<file path="src/rtl/fifo_word_packer.sv">
// Drains a synchronous FIFO read port and packs PACK entries, lane 0 first,
// into one wide word on a valid/ready stream; flush closes a partial word.
module fifo_word_packer #(
  parameter int D_WIDTH = 8,
  parameter int PACK    = 4
) (
  input  logic                    clk,
  input  logic                    rst,
  input  logic                    fifo_empty,
  output logic                    fifo_r_en,
  input  logic [D_WIDTH-1:0]      fifo_data,
  input  logic                    flush,
  output logic [D_WIDTH*PACK-1:0] out_data,
  output logic [PACK-1:0]         out_keep,
  output logic                    out_last,
  output logic                    out_valid,
  input  logic                    out_ready
);

  localparam int CW = $clog2(PACK + 1);
  localparam int OW = D_WIDTH * PACK;

  typedef enum logic {
    FILL,
    HOLD
  } state_e;

  state_e          state_q, state_d;
  logic [CW-1:0]   lane_cnt_q, lane_cnt_d;
  logic            rd_pending_q, rd_pending_d;
  logic            flush_req_q, flush_req_d;
  logic [OW-1:0]   data_q, data_d;
  logic [PACK-1:0] keep_q, keep_d;
  logic            last_q, last_d;
  logic            valid_q, valid_d;
  logic [CW:0]     fill_lvl;

  // Lanes captured plus the one in flight; never strobe past a full word.
  assign fill_lvl = {1'b0, lane_cnt_q} + {{CW{1'b0}}, rd_pending_q};

  assign fifo_r_en = ~rst
                   & (state_q == FILL)
                   & ~fifo_empty
                   & ~flush_req_q
                   & (fill_lvl < (CW+1)'(PACK));

  assign rd_pending_d = fifo_r_en & ~fifo_empty;

  assign out_data  = data_q;
  assign out_keep  = keep_q;
  assign out_last  = last_q;
  assign out_valid = valid_q;

  always_comb begin
    state_d     = state_q;
    lane_cnt_d  = lane_cnt_q;
    data_d      = data_q;
    keep_d      = keep_q;
    last_d      = last_q;
    valid_d     = valid_q;
    flush_req_d = flush_req_q | flush;
    unique case (state_q)
      FILL: begin
        if (rd_pending_q) begin
          for (int i = 0; i < PACK; i++) begin
            if (CW'(i) == lane_cnt_q) begin
              data_d[i*D_WIDTH +: D_WIDTH] = fifo_data;
            end
          end
          lane_cnt_d = lane_cnt_q + CW'(1);
          if (lane_cnt_q == CW'(PACK - 1)) begin
            valid_d = 1'b1;
            keep_d  = '1;
            last_d  = 1'b0;
            state_d = HOLD;
          end
        end else if (flush_req_q) begin
          if (lane_cnt_q != '0) begin
            valid_d = 1'b1;
            for (int i = 0; i < PACK; i++) begin
              keep_d[i] = (CW'(i) < lane_cnt_q);
            end
            last_d  = 1'b1;
            state_d = HOLD;
          end else begin
            flush_req_d = flush;
          end
        end
      end
      HOLD: begin
        if (valid_q & out_ready) begin
          valid_d    = 1'b0;
          lane_cnt_d = '0;
          data_d     = '0;
          keep_d     = '0;
          last_d     = 1'b0;
          state_d    = FILL;
          // Only a flush-closed word consumes the pending request.
          if (last_q) begin
            flush_req_d = flush;
          end
        end
      end
      default: state_d = FILL;
    endcase
  end

  always_ff @(posedge clk or posedge rst) begin
    if (rst) begin
      state_q      <= FILL;
      lane_cnt_q   <= '0;
      rd_pending_q <= 1'b0;
      flush_req_q  <= 1'b0;
      data_q       <= '0;
      keep_q       <= '0;
      last_q       <= 1'b0;
      valid_q      <= 1'b0;
    end else begin
      state_q      <= state_d;
      lane_cnt_q   <= lane_cnt_d;
      rd_pending_q <= rd_pending_d;
      flush_req_q  <= flush_req_d;
      data_q       <= data_d;
      keep_q       <= keep_d;
      last_q       <= last_d;
      valid_q      <= valid_d;
    end
  end

endmodule

</file>
<file path="config.mk">
export PLATFORM = sky130hd
export DESIGN_NAME = fifo_word_packer
export DESIGN_NICKNAME = d
export VERILOG_FILES = /design/src/rtl/fifo_word_packer.sv
export SDC_FILE = /design/constraint.sdc
export NUM_CORES = 1
export LEC_CHECK = 0
export ABC_CLOCK_PERIOD_IN_PS = 4100
export CORE_ASPECT_RATIO = 1.4
export CORE_MARGIN = 8
export CORE_UTILIZATION = 50
export DETAILED_ROUTE_END_ITERATION = 8
export PLACE_DENSITY = 0.79
export SETUP_SLACK_MARGIN = 0.2
export SYNTH_ARGS = -nofsm -noshare
export SYNTH_HDL_FRONTEND = slang
export SYNTH_SLANG_ARGS = --single-unit
</file>
<file path="constraint.sdc">
create_clock -name clk -period 4.1 [get_ports clk]
set_input_delay 0.41 -clock clk [delete_from_list [all_inputs] [get_ports clk]]
set_output_delay 0.41 -clock clk [all_outputs]
set_load 0.005 [all_outputs]
</file>
# --- After elaboration in Yosys (flattened, before gate mapping) ---
# Cells that the tools add are included.
totals:
  register_bits: 44
  latch_bits: 0
  ram_bits: 0
  mem_bits_ro: 0
  in_bits: 13
  out_inout_bits: 39
  elab_cells: 87
  n_memories: 0
op_classes:
  n_addsub: 2
  multipliers: 0
  div_mod_pow: 0
  order_cmp: 5
  eq_ne: 13
  shift: 0
  mux: 37
  bitwise: 11
  reduce_logical: 8
op_table:
  columns: ["cell", "n"]
  rows:
  - ["32-bit two-way mux", 2]
  - ["32-bit case mux with 2 select lines", 1]
  - ["8-bit two-way mux", 4]
  - ["4-bit two-way mux", 5]
  - ["1-bit two-way mux", 17]
  - ["3-bit AND reduction", 4]
  - ["2-bit by 1-bit inequality test with 1-bit output, second input constant", 5]
  - ["1-bit case mux with 2 select lines", 4]
  - ["4-bit case mux with 2 select lines", 1]
  - ["1-bit AND", 6]
  - ["2-bit by 3-bit == test with 1-bit output, first input constant", 2]
  - ["1-bit by 3-bit < comparator with 1-bit output, first input constant", 2]
  - ["2-bit by 3-bit < comparator with 1-bit output, first input constant", 2]
  - ["3-bit two-way mux", 2]
  - ["3-bit by 2-bit inequality test with 1-bit output, second input constant", 2]
  - ["3-bit case mux with 2 select lines", 1]
  - ["3-bit by 1-bit adder with 4-bit output", 1]
  - ["4-bit by 3-bit < comparator with 1-bit output, second input constant", 1]
  - ["1-bit inverter", 4]
  - ["4-bit AND reduction", 1]
  - ["3-bit by 1-bit adder with 3-bit output, second input constant", 1]
  - ["1-bit by 3-bit == test with 1-bit output, first input constant", 1]
  - ["3-bit by 2-bit == test with 1-bit output, second input constant", 1]
  - ["3-bit zero test", 1]
  - ["5 further kinds", 5]

# --- Logic depth before layout (Yosys ltp) ---
depth:
  ltp_word: 6
  depth_mapped: 6
  depth_no_buf: 6

# --- Worst setup path before layout ---
# OpenSTA, ideal clock, no wires.
synth_path:
  kind: "register to register"
  from: "register lane_cnt_q[1]"
  to: "register keep_q[2], in the netlist out_keep[2]"
  setup_ps: 65
  arrival_ps: 1483
  required_ps: 4035
  setup_slack_ps: 2552
  stages_incl_launch_ff: 7
  n_path_buf: 0
  period_less_slack_ps: 1548
  path_cell_list: "dfrtp_1 inv_1 ha_1 nand2b_1 a21oi_1 a2111oi_0 a211o_1"
synth_between:
  elab_chain_len: 5
  elab_cells_between_ends: 10
  cone_classes: "order compare: 1; eq/ne: 3; mux: 4; reduce/logical: 2"
synth_lines:
  columns: ["element", "line", "text"]
  rows:
  - ["from (decl)", "29", "logic [CW-1:0] lane_cnt_q, lane_cnt_d;"]
  - ["from (signal assigned)", "120", "lane_cnt_q <= lane_cnt_d;"]
  - ["2-bit by 3-bit < comparator with 1-bit output", "81", "keep_d[i] = (CW'(i) < lane_cnt_q);"]
  - ["4-bit two-way mux", "78", "if (lane_cnt_q != '0) begin"]
  - ["4-bit two-way mux", "77", "end else if (flush_req_q) begin"]
  - ["4-bit two-way mux", "64", "if (rd_pending_q) begin"]
  - ["4-bit case mux with 2 select lines", "62", "unique case (state_q)"]
  - ["to (signal assigned)", "124", "keep_q <= keep_d;"]
  - ["to (decl)", "33", "logic [PACK-1:0] keep_q, keep_d;"]
# Parallel ways exist; a longest one is shown, timed or not. The select of a mux whose other input is x is not followed.
# A chain may end at the register's enable or synchronous reset.

# --- Worst setup path after layout ---
layout_path:
  from: "register state_q"
  to: "output fifo_r_en"
layout_between:
  elab_chain_len: 5
layout_lines:
  columns: ["element", "line", "text"]
  rows:
  - ["from (decl)", "28", "state_e state_q, state_d;"]
  - ["from (signal assigned)", "119", "state_q <= state_d;"]
  - ["1-bit inverter", null, null]
  - ["1-bit AND", "42", "& (state_q == FILL)"]
  - ["1-bit AND", "43", "& ~fifo_empty"]
  - ["1-bit AND", "44", "& ~flush_req_q"]
  - ["1-bit AND", "45", "& (fill_lvl < (CW+1)'(PACK));"]
  - ["to (decl)", "10", "output logic fifo_r_en,"]
# No other way between the ends.

==> metrics <==
result of the run finished, final reports clean; quantity of hold-fixing buffers added after cts 0; Synthesis Warnings 0; final setup violation count 0; Fmax 410 MHz; most numerous cell in the Yosys netlist dfrtp_1; ant diodes 0; core footprint 0.00388 mm2; hold slack final 0.478 ns; leading register cell type out of synthesis dfrtp_1; global placer's final weighted congestion 0.852; number of nets in the synthesized netlist 208; number of clock buffers inserted by TritonCTS 5; number of clock sinks 44; Final Hold Fails 0; Area Growth Syn to Fin 31.7%; final worst setup slack 1.66 ns; die width 69.4 um; final critical delay including setup and external delays 2.44 ns; fraction of synthesis flops using an asynchronous set or reset pin 100%; buffers plus inverters on the worst setup path 1; slowest cell delay on critical path 0.71 ns; critical path type flip-flop to primary output; cell chosen for the clock root clkbuf_8; number of detailed-route iterations in the first pass 4; average instance area after synthesis 10.4 um2; sort of element at the end of the critical path primary output; first-pass GRT wire length around 7.8 mm; CP max stage cell dfrtp_1; clock-pin slew on the worst setup and hold paths 0.08 ns; number of global-route vias before repair 1607; register area share after synthesis around 55%; Yosys cell types 36; Worst Clk Skew roughly 0.0023 ns; H-Tree Level Count 2; antenna-violating nets left 0; VDD IR-drop max 0.379 mV; mapped cell area 0.00200 mm2; post-route cell area 0.00263 mm2; number of flops mapped to enable cells by yosys 0; Worst Hold Class flip-flop to flip-flop; via total after detailed routing 1546; top-level port count 52; number of DRC violations after detailed-routing iteration 0 73; worst path cell trace nor2_4 > and3_1 > clkdlybuf4s50_1; number of vias per cell after detailed routing about 5.4; routed wirelength normalized by instance count 15.4 um; element type at the critical path start flip-flop; clock buffer depth 2; later-pin clock latency in the skew report 0.29 ns; leakage power total 1.13 nW; relative slew slack 41.9%; antenna violations before repair 0; starting density of the core 51.4%; post-layout util 67.8%; Congestion Overflow GR 0; cell area after placement approximately 0.0025 mm2; pre-CTS setup slack 1.97 ns; TritonCTS clock tree yes; Detailed Route WL 4.42 mm; arrival time of data at the critical path endpoint 2.03 ns; # Max-Cap Violations 0; data required time of the worst path 3.69 ns; setup repair after global routing missed its margin false; area of the die 0.00630 mm2; fraction of post-synthesis cell area in the top cell type by area 55.1%; share of layout cells above drive strength 1 7.38%; Setup Buffers After CTS 0; transition time at the pin with the least slew margin ~0.87 ns; HPWL Detailed roughly 3.3 mm; top cells by instance count after synthesis 44 x dfrtp_1, 41 x nand2_1, 31 x o21ai_0; Tcrit/Tclk final 59.5%; final setup TNS 0 ns; kind of cell adding the most delay to the critical path flip-flops; count of port buffers added during placement 51; filler cell count 311; die height 90.8 um; final number of max-transition violations 0; Final nets 259; top cell type by total area after synthesis dfrtp_1; DRC errors left 0; number of standard cells after synthesis 192; Resize count post-CTS 0; pwr dens 556 mW/mm2; Synth Register Bits 44; largest net degree at the start of global routing between 40 and 50; cell types occupying the most area after synthesis dfrtp_1 55%, o21ai_0 7.8%, nand2_1 7.7%, nand2b_1 3.8%, a22o_1 2.6%; Worst Path Max Fanout 27; Overall Global Routing Usage roughly 15%; row count 27
==> report_power, final <==
| group | internal (mW) | total (mW) | switching (mW) |
|---|---|---|---|
| registers | 0.537 | 0.651 | 0.115 |
| clock network | 0.181 | 0.319 | 0.138 |
| logic | 0.282 | 0.492 | 0.210 |
| total | 1.00 | 1.46 | 0.463 |
==> kinds of logic after synthesis <==
| kind of cell | count (synthesis) | synth area share, % |
|---|---|---|
| AO/OA/AOI/OAI | 53 | 18.3 |
| adder cells (fa/ha/maj) | 3 | 1.88 |
| buffers and inverters | 14 | 3.57 |
| flip-flops | 44 | 55.1 |
| multiplexers | 4 | 2.00 |
| AND/OR/NAND/NOR | 74 | 19.2 |
==> sequential cells by signal, summed over array words and instances, names as in the netlist <==
register      count
flush_req_q       1
lane_cnt_q        3
out_data         32
out_keep          4
out_last          1
out_valid         1
rd_pending_q      1
state_q           1
==> layer usage <==
metal  vias up  share of wire, %  track usage (%)
li1        764                 -                -
met1       739                41             16.4
met2        36                50             24.5
met3         7               6.3             5.39
met4         0               1.9             5.49
met5         -                 0                0
==> layout by cell type, fill, tap and decap left out, types with 2 or more instances in the layout <==
master / instances
buf_4: 2
nand2_1: 41
o21ai_0: 31
and3_1: 3
inv_1: 4
clkdlybuf4s50_1: 51
nor2_1: 3
clkbuf_8: 5
a31oi_4: 2
a22o_1: 6
mux2i_1: 4
nand3_1: 3
ha_1: 3
o21ai_1: 2
nand2b_1: 12
dfrtp_1: 44
a21oi_1: 4
nor3b_1: 2
==> worst paths after layout <==
kind / startpoint / to / slack [ns] / cells after the start
worst max-delay path: state_q / fifo_r_en / 1.66 / 3
worst min register to register: out_data[6] / out_data[6] / 0.48 / 2
worst max register to register: state_q / out_data[10] / 2.21 / 4
min in group asynchronous: rst / out_data[27] / 0.59 / 3
worst min-delay path: out_data[6] / out_data[6] / 0.48 / 2
max in group asynchronous: rst / out_data[17] / 3.14 / 3
==> cell type report <==
cell class	instances	area (um2)	share of cell area [%]
Sequential cell	44	1100	41.8
Multi-Input combinational cell	134	826	31.4
Tap cell	43	53.8	2.04
Timing Repair Buffer	53	526	20.0
Inverter	5	18.8	0.713
Clock buffer	6	72.6	2.76
Clock inverter	2	35.0	1.33
==> per-stage QoR <==
stage               cells  power (mW)
global route          287        1.57
CTS                   287        1.48
floorplan             192       0.917
detailed placement    279        1.16
finish                287        1.46
global placement      279        1.15
==> worst min-delay path, cell delays in order, from the launching register on <==
cell     delay (ns)
dfrtp_1        0.35
nand2_1        0.04
o21ai_0        0.06
(Power assumes the default switching activity.)
==> patch: new RTL, same settings <==
Change the parameter `PACK` from 4 to 8.
--- a/src/rtl/fifo_word_packer.sv
+++ b/src/rtl/fifo_word_packer.sv
@@ -3,5 +3,5 @@
 module fifo_word_packer #(
   parameter int D_WIDTH = 8,
-  parameter int PACK    = 4
+  parameter int PACK    = 8
 ) (
   input  logic                    clk,
Interface: changed (resized out_data and out_keep); port bits go from 52 to 88. The function was not compared with the original's and may differ.
==> patch against the unedited design <==
Setup slack improved by 0.035 ns; final area rose by 71%; clock power rose by 120%; register-to-register slack got worse by 0.51 ns; power rose by 88%; sequential cell count rose by 37; global-route usage rose by 3.6 points; area after synthesis rose by 68%; routed wire length rose by 95%; hold slack improved by 0.0068 ns; largest cell class unchanged.
==> patch: results (changes against the unedited design) <==
Synth Area in Adders=1.117% (was 1.879%); Place WS=1.747 ns (was 1.971 ns); Synth cell types=41 (was 36); post-synth net total=344 (was 208); share of cells above drive strength 1=6.522% (was 7.377%); maximum VDD drop=0.3871 mV (was 0.3786 mV); Seq/Total Area, Yosys=60.31% (was 55.10%); number of flip-flops in the largest register=64 (was 32); global placement routability congestion=0.8863 (was 0.8519); Synth Area in XOR/XNOR=0.2606% (was 0%); run status=finished clean (unchanged); Synth area leaders=dfrtp_1 (60%), o21ai_1 (5.4%), nand3_1 (5.1%) (was dfrtp_1 (55%), o21ai_0 (7.8%), nand2_1 (7.7%)); largest net degree at the start of global routing=56 (was 45); overall global routing resource usage=18.28% (was 14.65%); nets=425 (was 259); grt met2 use=31.17% (was 24.52%); DR vias/cell=5.486 (was 5.387); critical-path maximum fanout=23 (was 27); Static Leak=1.947 nW (was 1.128 nW); CP arrival=2.00 ns (was 2.03 ns); Clock Skew=0.005126 ns (was 0.002268 ns); CP max stage delay=0.60 ns (was 0.71 ns); global-route wire length before repair=13,740 µm (was 7762 µm); multiplexer share of the synthesized area=2.383% (was 2.004%); GRT met3 Usage=5.511% (was 5.391%); M1 GR Usage=21.20% (was 16.44%); DRT iter0 DRCs=171 (was 73); PortBufs=87 (was 51); worst slew pin tran=0.9430 ns (was 0.8718 ns); CTS H-tree lvls=3 (was 2); initial antenna violation count=0 (unchanged)
-- patch: cell types whose count changed after synthesis, moves of 3 or more --
cell / change
nor2_1: +8
a22o_1: -6
a221o_1: +4
nand2b_1: -3
o21ai_1: +34
nand3_1: +31
buf_2: +4
inv_1: +15
o21ai_0: -7
clkbuf_1: +7
dfrtp_1: +37
mux2i_1: +4
-- patch: cell type report --
cell class / count / area (µm²)
Timing Repair Buffer: 89 / 885.9
Inverter: 21 / 80.08
Sequential cell: 81 / 2027
Fill cell: 506 / 2077
Clock buffer: 10 / 127.6
Clock inverter: 6 / 115.1
Multi-Input combinational cell: 207 / 1164
Tap cell: 74 / 92.59
-- patch: logic make-up (layout without fill, tap and decap cells) --
group | Yosys count | count (layout)
flops | 81 | 81
mux | 8 | 8
fa+ha+maj | 3 | 3
simple gates | 116 | 116
compound gates | 79 | 79
buf+inv | 40 | 126
xor+xnor | 1 | 1
-- patch: final timing paths --
kind	endpoint	cells past startpoint	start	slack, ns
setup / recovery	fifo_r_en	4	state_q	1.69
hold / removal	out_data[34]	2	out_data[34]	0.48
setup reg to reg	out_data[61]	4	state_q	1.70
hold reg to reg	out_data[34]	2	out_data[34]	0.48
max in group asynchronous	out_data[60]	3	rst	2.63
min in group asynchronous	rd_pending_q	2	rst	0.58
-- patch: worst min-delay path, delay by kind of cell, from the launching register on --
| family | cells | cell delay (ns) |
|---|---|---|
| AOI/OAI and AO/OA | 1 | 0.06 |
| DFF | 1 | 0.34 |
| and+or+nand+nor | 1 | 0.05 |
-- patch: per-layer routing --
layer / up-vias / wire length (µm)
met4: 0 / 136
met5: - / 0
li1: 1295 / -
met3: 13 / 494
met1: 1297 / 3472
met2: 72 / 4526
-- patch: power by group --
| group | total [mW] | switching [mW] | internal [mW] |
|---|---|---|---|
| clock | 0.697 | 0.290 | 0.408 |
| combinational | 0.854 | 0.342 | 0.512 |
| sequential | 1.20 | 0.169 | 1.03 |
-- patch: through the flow --
stage	hold slack [ns]	util, %	cells	instance area [µm²]
4_1_cts	0.4874	68.38	488	4492
6_report	0.4843	68.38	488	4492
3_5_place_dp	0.4686	64.69	472	4249
5_1_grt	0.4970	68.38	488	4492
3_3_place_gp	0.4595	64.69	472	4249
2_1_floorplan	0.4733	-	328	3361
